## src/rtl/sync_channel_arbiter_if.sv

```systemverilog
// Shared pulse channel between N producers, the arbiter and one reader.
// The arbiter connects through the slave modport; the producer/reader side uses master.
interface sync_channel_arbiter_if #(
  parameter int N = 4,
  parameter int W = 8
);
  localparam int SW = (N > 1) ? $clog2(N) : 1;

  logic [N*W-1:0] in_q;
  logic [N-1:0]   in_sync;
  logic           ovf_clr;
  logic [W-1:0]   q;
  logic           sync;
  logic [SW-1:0]  src;
  logic [N-1:0]   ovf;

  modport master (output in_q, in_sync, ovf_clr, input  q, sync, src, ovf);
  modport slave  (input  in_q, in_sync, ovf_clr, output q, sync, src, ovf);
endinterface

```

## src/rtl/sync_channel_arbiter.sv

```systemverilog
// Round-robin arbiter draining one-entry per-source slots onto a single q/sync channel.
// Define SYNC_ARB_OVERWRITE_EN to keep the newest sample on overflow (default keeps the oldest).
module sync_channel_arbiter #(
  parameter int N   = 4,
  parameter int W   = 8,
  parameter int GAP = 1
) (
  input logic clk,
  input logic reset,
  sync_channel_arbiter_if.slave bus
);
  localparam int SW = (N > 1) ? $clog2(N) : 1;

  typedef enum logic [1:0] {IDLE, SEND, HOLD} state_t;

  state_t         state, state_nxt;
  logic [3:0]     cnt, cnt_nxt;
  logic [SW-1:0]  ptr;
  logic [SW-1:0]  idx;
  logic [W-1:0]   slot_d [N];
  logic [N-1:0]   slot_v, slot_v_nxt, slot_ld, ovf_set;
  logic           gnt_fire;
  logic [SW-1:0]  gnt_idx;
  logic [N-1:0]   gnt_oh;
  logic [W-1:0]   q_r, q_nxt;
  logic           sync_r, sync_nxt;
  logic [SW-1:0]  src_r, src_nxt;
  logic [N-1:0]   ovf_r;

  always_ff @(posedge clk or posedge reset) begin
    if (reset) state <= IDLE;
    else       state <= state_nxt;
  end

  // IDLE leaves as soon as any slot holds data; HOLD burns GAP cycles.
  always_comb begin
    state_nxt = state;
    cnt_nxt   = cnt;
    case (state)
      IDLE: if (|slot_v) state_nxt = SEND;
      SEND: begin
        state_nxt = HOLD;
        cnt_nxt   = 4'(GAP);
      end
      HOLD: begin
        if (cnt <= 4'd1) state_nxt = IDLE;
        else             cnt_nxt   = cnt - 4'd1;
      end
      default: state_nxt = IDLE;
    endcase
  end

  // Grant search starts just after the last served source.
  always_comb begin
    gnt_fire = 1'b0;
    gnt_idx  = '0;
    idx      = '0;
    if (state == IDLE) begin
      for (int k = 1; k <= N; k++) begin
        idx = SW'((int'(ptr) + k) % N);
        if (!gnt_fire && slot_v[idx]) begin
          gnt_fire = 1'b1;
          gnt_idx  = idx;
        end
      end
    end
    gnt_oh = '0;
    if (gnt_fire) gnt_oh[gnt_idx] = 1'b1;
    q_nxt    = '0;
    sync_nxt = 1'b0;
    src_nxt  = '0;
    if (gnt_fire) begin
      q_nxt    = slot_d[gnt_idx];
      sync_nxt = 1'b1;
      src_nxt  = gnt_idx;
    end
  end

  // A slot freed by this edge's grant accepts new data without flagging overflow.
  always_comb begin
    slot_v_nxt = slot_v;
    slot_ld    = '0;
    ovf_set    = '0;
    for (int i = 0; i < N; i++) begin
      if (bus.in_sync[i]) begin
        if (!slot_v[i] || gnt_oh[i]) begin
          slot_v_nxt[i] = 1'b1;
          slot_ld[i]    = 1'b1;
        end else begin
          ovf_set[i] = 1'b1;
`ifdef SYNC_ARB_OVERWRITE_EN
          slot_ld[i] = 1'b1;
`endif
        end
      end else if (gnt_oh[i]) begin
        slot_v_nxt[i] = 1'b0;
      end
    end
  end

  always_ff @(posedge clk or posedge reset) begin
    if (reset) begin
      cnt    <= '0;
      ptr    <= SW'(N - 1);
      slot_v <= '0;
      q_r    <= '0;
      sync_r <= 1'b0;
      src_r  <= '0;
      ovf_r  <= '0;
    end else begin
      cnt    <= cnt_nxt;
      if (gnt_fire) ptr <= gnt_idx;
      slot_v <= slot_v_nxt;
      q_r    <= q_nxt;
      sync_r <= sync_nxt;
      src_r  <= src_nxt;
      ovf_r  <= (bus.ovf_clr ? '0 : ovf_r) | ovf_set;
    end
  end

  // Slot payload is qualified by slot_v, so it needs no reset.
  always_ff @(posedge clk) begin
    for (int i = 0; i < N; i++) begin
      if (slot_ld[i]) slot_d[i] <= bus.in_q[i*W +: W];
    end
  end

  assign bus.q    = q_r;
  assign bus.sync = sync_r;
  assign bus.src  = src_r;
  assign bus.ovf  = ovf_r;

endmodule

```

## src/flat_wrapper.sv

```systemverilog
// flat-port wrapper written by rule: the top's interface ports become plain ports
module sync_channel_arbiter_flat 
#(
  parameter int N   = 4,
  parameter int W   = 8,
  parameter int GAP = 1
)
  (clk, reset, bus_in_q, bus_in_sync, bus_ovf_clr, bus_q, bus_sync, bus_src, bus_ovf);
  sync_channel_arbiter_if #(.N(N), .W(W)) bus_i ();
  input logic clk;
  input logic reset;
  input wire logic [$bits(bus_i.in_q)-1:0] bus_in_q;
  input wire logic [$bits(bus_i.in_sync)-1:0] bus_in_sync;
  input wire logic [$bits(bus_i.ovf_clr)-1:0] bus_ovf_clr;
  output wire logic [$bits(bus_i.q)-1:0] bus_q;
  output wire logic [$bits(bus_i.sync)-1:0] bus_sync;
  output wire logic [$bits(bus_i.src)-1:0] bus_src;
  output wire logic [$bits(bus_i.ovf)-1:0] bus_ovf;
  assign bus_i.in_q = bus_in_q;
  assign bus_i.in_sync = bus_in_sync;
  assign bus_i.ovf_clr = bus_ovf_clr;
  assign bus_q = bus_i.q;
  assign bus_sync = bus_i.sync;
  assign bus_src = bus_i.src;
  assign bus_ovf = bus_i.ovf;
  sync_channel_arbiter #(.N(N), .W(W), .GAP(GAP)) u_core (.clk(clk), .reset(reset), .bus(bus_i));
endmodule
```

## config.mk

```make
export PLATFORM = sky130hd
export DESIGN_NAME = sync_channel_arbiter_flat
export DESIGN_NICKNAME = d
export VERILOG_FILES = /design/src/rtl/sync_channel_arbiter_if.sv /design/src/rtl/sync_channel_arbiter.sv /design/src/flat_wrapper.sv
export SDC_FILE = /design/constraint.sdc
export NUM_CORES = 1
export LEC_CHECK = 0
export CAP_MARGIN = 20
export CORE_ASPECT_RATIO = 1.5
export CORE_UTILIZATION = 45
export CTS_BUF_LIST = sky130_fd_sc_hd__clkbuf_8
export DETAILED_ROUTE_END_ITERATION = 8
export PLACE_DENSITY = 0.76
export SYNTH_ARGS = -nofsm -noshare
export SYNTH_HDL_FRONTEND = slang
export SYNTH_SLANG_ARGS = --single-unit
export TNS_END_PERCENT = 50
```

## constraint.sdc

```tcl
create_clock -name clk -period 2.2 [get_ports clk]
set_input_delay 0.44 -clock clk [delete_from_list [all_inputs] [get_ports clk]]
set_output_delay 0.44 -clock clk [all_outputs]
set_load 0.02 [all_outputs]
```

==> results.md <==
- Final setup margin: between 150 and 200 ps
- Core ar.: approximately 0.0052 mm²
- Crit Path Class: reg -> reg
- Total Wirelength: between 4000 and 5000 µm
- Post-synthesis compound-gate area fraction: 0.127
- I/O pins: 54
- Crit start category: flop
- Congestion Overflow GR: 0
- Clock tree buffer depth: 2
- Cells after Synth: approximately 170
- Hold WC Path Type: in -> async
- Total negative slack: 0 ps
- Rows: 32
- Crit path capture type: flop
- Simple-gate share of the synthesized area: 0.0978
- PwrDens: 1110 mW/mm²
- Adder-Cell Fraction of Synth Area: 0.0102
- Ys flop type: edfxtp_1
- Post-place setup slack: 116 ps
- Clock root buffer: clkbuf_8
- Post-layout minimum cycle time: 2050 ps
- Die height: around 90 µm
- Synthesized flop and latch total: 59
- Slowest CP cell: dfrtp_1
- Port buffer count: 53
- Crit-path cells: nor3b_2 > o31ai_4 > o21ai_2 > and2_1
- Worst path bufs/invs: 0
- Vias in the first global route: approximately 1500
- Chip Width: between 60 and 70 µm
- Num CTS Buffers: 9
- RSZ-0062 raised after global routing: no
- Vias per cell: 4.75
- Worst EP required: roughly 2200 ps
- Hold Buf Count CTS: 0
- DR pass1 iterations: 4
- Cts repair resizes: 0
- Leakage: ~1.3 nW
- Initial antenna violation count: 0
- Status: completed
- Mux contribution to synthesized area: 0.0367
- Fin. Hold Viols: 0
- DP Wirelength: roughly 3300 µm
- Final Wtd Congestion: around 0.9
- Yosys warning count: 0
- Post-Syn Nets: around 210
- Ant diodes: 0
- Worst Clk Skew: roughly 6.4 ps
- Gr usage total: 0.166
- Post-synth EDFFs: 32
- DR vias: ~1500
- Cell area after synthesis: 0.00246 mm²
- Worst setup path startpoint: u_core.slot_v[3]
- First-pass GRT wire length: between 6000 and 7000 µm
- Layout net count: around 280
- Average wire per standard cell: 14.2 µm
- Die ar.: 0.00576 mm²
- Worst slew margin: 0.591
- CTS H-tree depth: 3
- Peak supply drop: just over 0.6 mV
- Worst-skew pair later-pin latency: about 330 ps
- Final setup fails: 0
- Slew Limit Fails: 0
- DRC viols: 0
- Worst slew pin tran: between 600 and 700 ps
- Synth Area in XOR/XNOR: 0.00713
- Starting DRC count in detailed routing: between 40 and 50
- Largest stage delay, worst path: around 530 ps
- Sequential fraction of the synthesis area: 0.667
- Max-capacitance violation count: 0
- Ratio of cells with drive above 1 in the final layout: 0.221
- Clk slew on worst S/H paths: around 70 ps
- Worst Path Arrival: about 2000 ps
- Period Utilization, post-route: 0.932
- Fmax: around 490 MHz
- Synth-to-Final Area Change: 34.3%
- Largest family of logic cells by synthesized area: compound AO/OA/AOI/OAI gates
- CTS tree: built
- Worst r2r src: u_core.slot_v[3]
- FFs w/ async S/R, synth: 0.458
- Post-CTS Setup Repair Bufs: 0
- Post-synth cell types: 45
- CTS Sinks: 59
- Largest net degree at the start of global routing: 28
- Avg Inst Size Synth: approximately 15 µm²
- Final antenna-violating net count: 0
- Initial Utilization: 0.472
- Crit path max-delay family: simple AND/OR/NAND/NOR gates
- Critical Path Fanout Max: 9
flip-flops by register name, indices dropped and copies added (netlist names):
signal and cells:
u_core.slot_d 32, u_core.bus.q 8, u_core.bus.ovf 4, u_core.cnt 4
u_core.slot_v 4, u_core.bus.src 2, u_core.ptr 2, u_core.state 2
u_core.bus.sync 1
where the power goes:
group / leakage (nW) / internal [W] / switching (W)
clock network: 0.103 / 0.000632 / 0.000415
registers: 0.595 / 0.00147 / 0.000154
logic: 0.604 / 0.000474 / 0.000523
total: 1.30 / 0.00257 / 0.00109
worst reg2reg max path: cells and delay by family, from the launching register on:
kind / cells / cell delay (ps)
flops: 1 / 530
simple gates: 2 / 840
compound gates: 2 / 350
kinds of logic after synthesis:
kind of cell    count (synthesis)
compound gates                 28
xor+xnor                        2
fa+ha+maj                       2
buf+inv                        26
flops                          59
mux                             9
simple gates                   42
metrics by stage:
step	util	power [W]	hold WS (ps)	std cells	area (µm²)
6_report	0.634	0.00366	465	308	3300
5_1_grt	0.634	0.00383	498	308	3300
4_1_cts	0.632	0.00371	462	307	3290
3_5_place_dp	0.591	0.00265	477	291	3070
3_3_place_gp	0.591	0.00262	473	291	3070
2_1_floorplan	-	0.00224	461	168	2460
routing by layer:
metal / up-vias / GRT usage / share of wire
met2: 36 / 0.276 / 0.54
met3: 4 / 0.0567 / 0.036
li1: 735 / - / -
met5: - / 0 / 0
met1: 688 / 0.186 / 0.41
met4: 0 / 0.0930 / 0.014
cell usage after synthesis (2+ instances only):
master	count	area [µm²]
a32o_2	2	22.5
and2_1	2	12.5
buf_6	3	33.8
dfrtp_1	25	626
dfstp_2	2	52.6
edfxtp_1	32	961
ha_1	2	25.0
inv_1	18	67.6
inv_2	2	7.51
mux2i_1	9	90.1
nand2_1	10	37.5
nand2b_1	2	12.5
nand3_1	9	45.0
nor2_1	9	33.8
o21ai_2	3	26.3
o221ai_2	8	120
o2bb2ai_1	2	17.5
layout by cell type, fill, tap and decap left out, types with 2 or more instances in the layout:
cell type / Yosys / final
a32o_2: 2 / 2
and2_1: 2 / 2
buf_4: 0 / 9
bufinv_16: 0 / 2
clkbuf_8: 0 / 9
clkdlybuf4s50_1: 0 / 53
clkinvlp_4: 0 / 2
dfrtp_1: 25 / 25
dfstp_2: 2 / 2
edfxtp_1: 32 / 32
ha_1: 2 / 2
inv_1: 18 / 18
inv_2: 2 / 2
mux2i_1: 9 / 9
nand2_1: 10 / 10
nand2b_1: 2 / 2
nand3_1: 9 / 9
nor2_1: 9 / 9
o21ai_2: 3 / 3
o221ai_2: 8 / 8
o2bb2ai_1: 2 / 2
final timing paths:
check,slack [ps],end,cells past startpoint
min reg2reg,490,u_core.bus.ovf[2],1
max in group asynchronous,1420,u_core.ptr[0],3
min,460,u_core.bus.q[1],3
max reg2reg,150,u_core.slot_d[1][4],4
max,150,u_core.slot_d[1][4],4
min in group clk,490,u_core.bus.ovf[2],1
final cells by class:
class / instances / area (µm²)
clock inverters: 7 / 92.6
fillers: 412 / 1910
well taps: 68 / 85.1
flip-flops and latches: 59 / 1640
clock buffers: 9 / 124
inverters: 20 / 75.1
repair buffers: 62 / 598
multi-input cells: 83 / 684
Power figures use the tool's default switching activity.
==> RTL edit: new RTL, same settings <==
`q_r` no longer has a reset.
--- a/src/rtl/sync_channel_arbiter.sv
+++ b/src/rtl/sync_channel_arbiter.sv
@@ -103,7 +103,6 @@
       cnt    <= '0;
       ptr    <= SW'(N - 1);
       slot_v <= '0;
-      q_r    <= '0;
       sync_r <= 1'b0;
       src_r  <= '0;
       ovf_r  <= '0;
@@ -111,11 +110,14 @@
       cnt    <= cnt_nxt;
       if (gnt_fire) ptr <= gnt_idx;
       slot_v <= slot_v_nxt;
-      q_r    <= q_nxt;
       sync_r <= sync_nxt;
       src_r  <= src_nxt;
       ovf_r  <= (bus.ovf_clr ? '0 : ovf_r) | ovf_set;
     end
+  end
+
+  always_ff @(posedge clk) begin
+    q_r <= q_nxt;
   end
 
   // Slot payload is qualified by slot_v, so it needs no reset.
Formal check against the unedited RTL: differs if reset is asserted again (counterexample within 4 cycles, from zero or initial values and one cycle with reset high); with reset held inactive, the same outputs for 10 cycles.
==> RTL edit against the original RTL <==
- count of clock-buffer cells in the layout unchanged
- final area down 4.4%
- worst setup slack worse by 0.064 ns
- sequential cell count unchanged
- synthesized area down 7.5%
- wire length up 2.6%
- fmax down 3.0%
- critical endpoint is now u_core.slot_d[2][5]$_DFFE_PP_
- highest routed layer unchanged
Power is not compared: it rests on default switching activity, and its combinational part moved more than twofold at a synthesized area within 25%.
==> RTL edit: results (changes against the original RTL) <==
| Result | This run | Unit | Delta |
| --- | --- | --- | --- |
| Distinct cell type count after synthesis | 33 | - | -27% |
| Max-slew headroom at the worst pin | 53.3 | % | -5.8 points |
| Post-Route WL | 4.48 | mm | +2.6% |
| Class of the most critical hold timing path | flip-flop to flip-flop | - |  |
| Vias in the first global route | 1568 | - | +6.8% |
| Library cell contributing the largest single delay on the critical path | sky130_fd_sc_hd__dfstp_2 | - |  |
| Most area-consuming cells after synthesis | sky130_fd_sc_hd__edfxtp_1 (42%), sky130_fd_sc_hd__dfrtp_1 (19%), sky130_fd_sc_hd__mux2i_1 (7.9%) | - |  |
| First-pass GRT wire length | 7.07 | mm | +2.0% |
| Mean cell area of the mapped netlist | 14.4 | sq um | -1.7% |
| Routed via count divided by cell count | 4.91 | - | +3.4% |
| Number of search-and-repair iterations in the first detailed-routing pass | 4 | - | unchanged |
| DP Worst Slack | 0.0890 | ns | -0.0274 ns |
| Launch instance of the worst register-to-register path | u_core.ptr[1]$_DFFE_PP1P_ | - |  |
| Number of cells in the design after placement | 284 | - | -2.4% |
| Final-stage net count | 271 | - | -1.8% |
| Worst reg2reg endpoint | u_core.slot_d[2][5]$_DFFE_PP_ | - |  |
| Power dissipated by switching net loads | 497 | uW |  |
| Worst R2R Setup Slack | 0.09 | ns | -0.06 ns |
| DRT iter0 DRCs | 48 | - | +12% |
| Largest stage delay, worst path | 0.60 | ns | +0.07 ns |
| Most instantiated cells after synthesis | sky130_fd_sc_hd__edfxtp_1 (32), sky130_fd_sc_hd__mux2i_1 (18), sky130_fd_sc_hd__dfrtp_1 (17), sky130_fd_sc_hd__inv_1 (17), sky130_fd_sc_hd__o22ai_1 (12) | - |  |
| Sequential area share after synthesis | 70.4 | % | +3.7 points |
| Finished Layout Cells | 301 | - | -2.3% |
| Count of flip-flops with a built-in enable after synthesis | 32 | - | unchanged |
| Status | completed | - |  |
| Syn_nets | 199 | - | -4.8% |
| Largest net degree at the start of global routing | 20 | - | -29% |
| Global Route Usage Sum | 19.8 | % | +3.2 points |
| Layout cell share with drive strength beyond 1 | 17.0 | % | -5.1 points |
| Routability Congestion | 0.878 | - | -2.9% |
| Cell area reported after detailed placement | 2940 | sq um | -4.3% |
| Share of async-settable or async-resettable flops after synthesis | 32.2 | % | -14 points |
| HPWL after detailed placement | 3.25 | mm | -2.1% |
| FF-to-FF path depth | 6 | - | +2 |
| Hold WS | 0.490 | ns | +0.0255 ns |
==> RTL edit: worst max-delay path by stage <==
stage,startpoint,end,slack [ns],depth (start not counted)
6_report,u_core.ptr[1]$_DFFE_PP1P_,u_core.slot_d[2][5]$_DFFE_PP_,0.09,6
2_1_floorplan,u_core.ptr[1]$_DFFE_PP1P_,u_core.slot_d[0][0]$_DFFE_PP_,0.14,5
5_1_grt,u_core.ptr[1]$_DFFE_PP1P_,u_core.bus.q[3]$_SDFF_PN0_,-0.04,6
4_1_cts,u_core.ptr[1]$_DFFE_PP1P_,u_core.slot_d[2][5]$_DFFE_PP_,0.07,6
3_5_place_dp,u_core.ptr[1]$_DFFE_PP1P_,u_core.slot_d[2][5]$_DFFE_PP_,0.09,6
3_3_place_gp,u_core.ptr[1]$_DFFE_PP1P_,u_core.slot_d[2][5]$_DFFE_PP_,0.14,6
==> RTL edit: cell type report <==
| class | instances | share of cell area, % |
|---|---|---|
| Tap cell | 66 | 2.62 |
| Clock buffer | 9 | 3.93 |
| Clock inverter | 7 | 2.18 |
| Multi-Input combinational cell | 78 | 18.7 |
| Inverter | 19 | 2.26 |
| Timing Repair Buffer | 63 | 19.6 |
| Sequential cell | 59 | 50.7 |
==> RTL edit: kinds of logic (layout without fill, tap and decap cells) <==
family	count (synthesis)	count (layout)	synth area share [%]
DFF	59	59	70.4
and+or+nand+nor	30	30	7.66
AOI/OAI and AO/OA	27	27	8.37
adders and majority gates	2	2	1.10
xor gates and xnor gates	1	1	0.386
buffers and inverters	21	98	4.13
muxes	18	18	7.93
==> RTL edit: routing by layer <==
metal / wire length (um) / global-route usage [%] / vias up
met5: 0 / 0 / -
met4: 66 / 11.4 / 0
met3: 196 / 6.66 / 5
met2: 2630 / 36.5 / 44
met1: 1580 / 18.5 / 719
li1: - / - / 710
==> RTL edit: worst reg2reg max path: stages, from the launching register on <==
cell and delay (ns):
sky130_fd_sc_hd__dfstp_2 0.60, sky130_fd_sc_hd__mux2i_1 0.24, sky130_fd_sc_hd__nor2_2 0.09, sky130_fd_sc_hd__or3_1 0.40
sky130_fd_sc_hd__o21ai_2 0.18, sky130_fd_sc_hd__and2_1 0.18, sky130_fd_sc_hd__buf_4 0.15
==> RTL edit: power by group through the flow <==
stage / sequential, uW / clock, uW / combinational, uW
final: 1220 / 939 / 152
after global routing: 1220 / 1010 / 166
after CTS: 1210 / 965 / 153
after detailed placement: 1240 / 0 / 152
after global placement: 1240 / 0 / 150
after floorplan: 1250 / 0 / 29.0
==> RTL edit: metrics by stage <==
step,power (uW),util (%)
3_3_place_gp,1390,60.7
2_1_floorplan,1280,-
5_1_grt,2400,65.0
3_5_place_dp,1390,60.7
4_1_cts,2330,64.6
6_report,2310,65.0
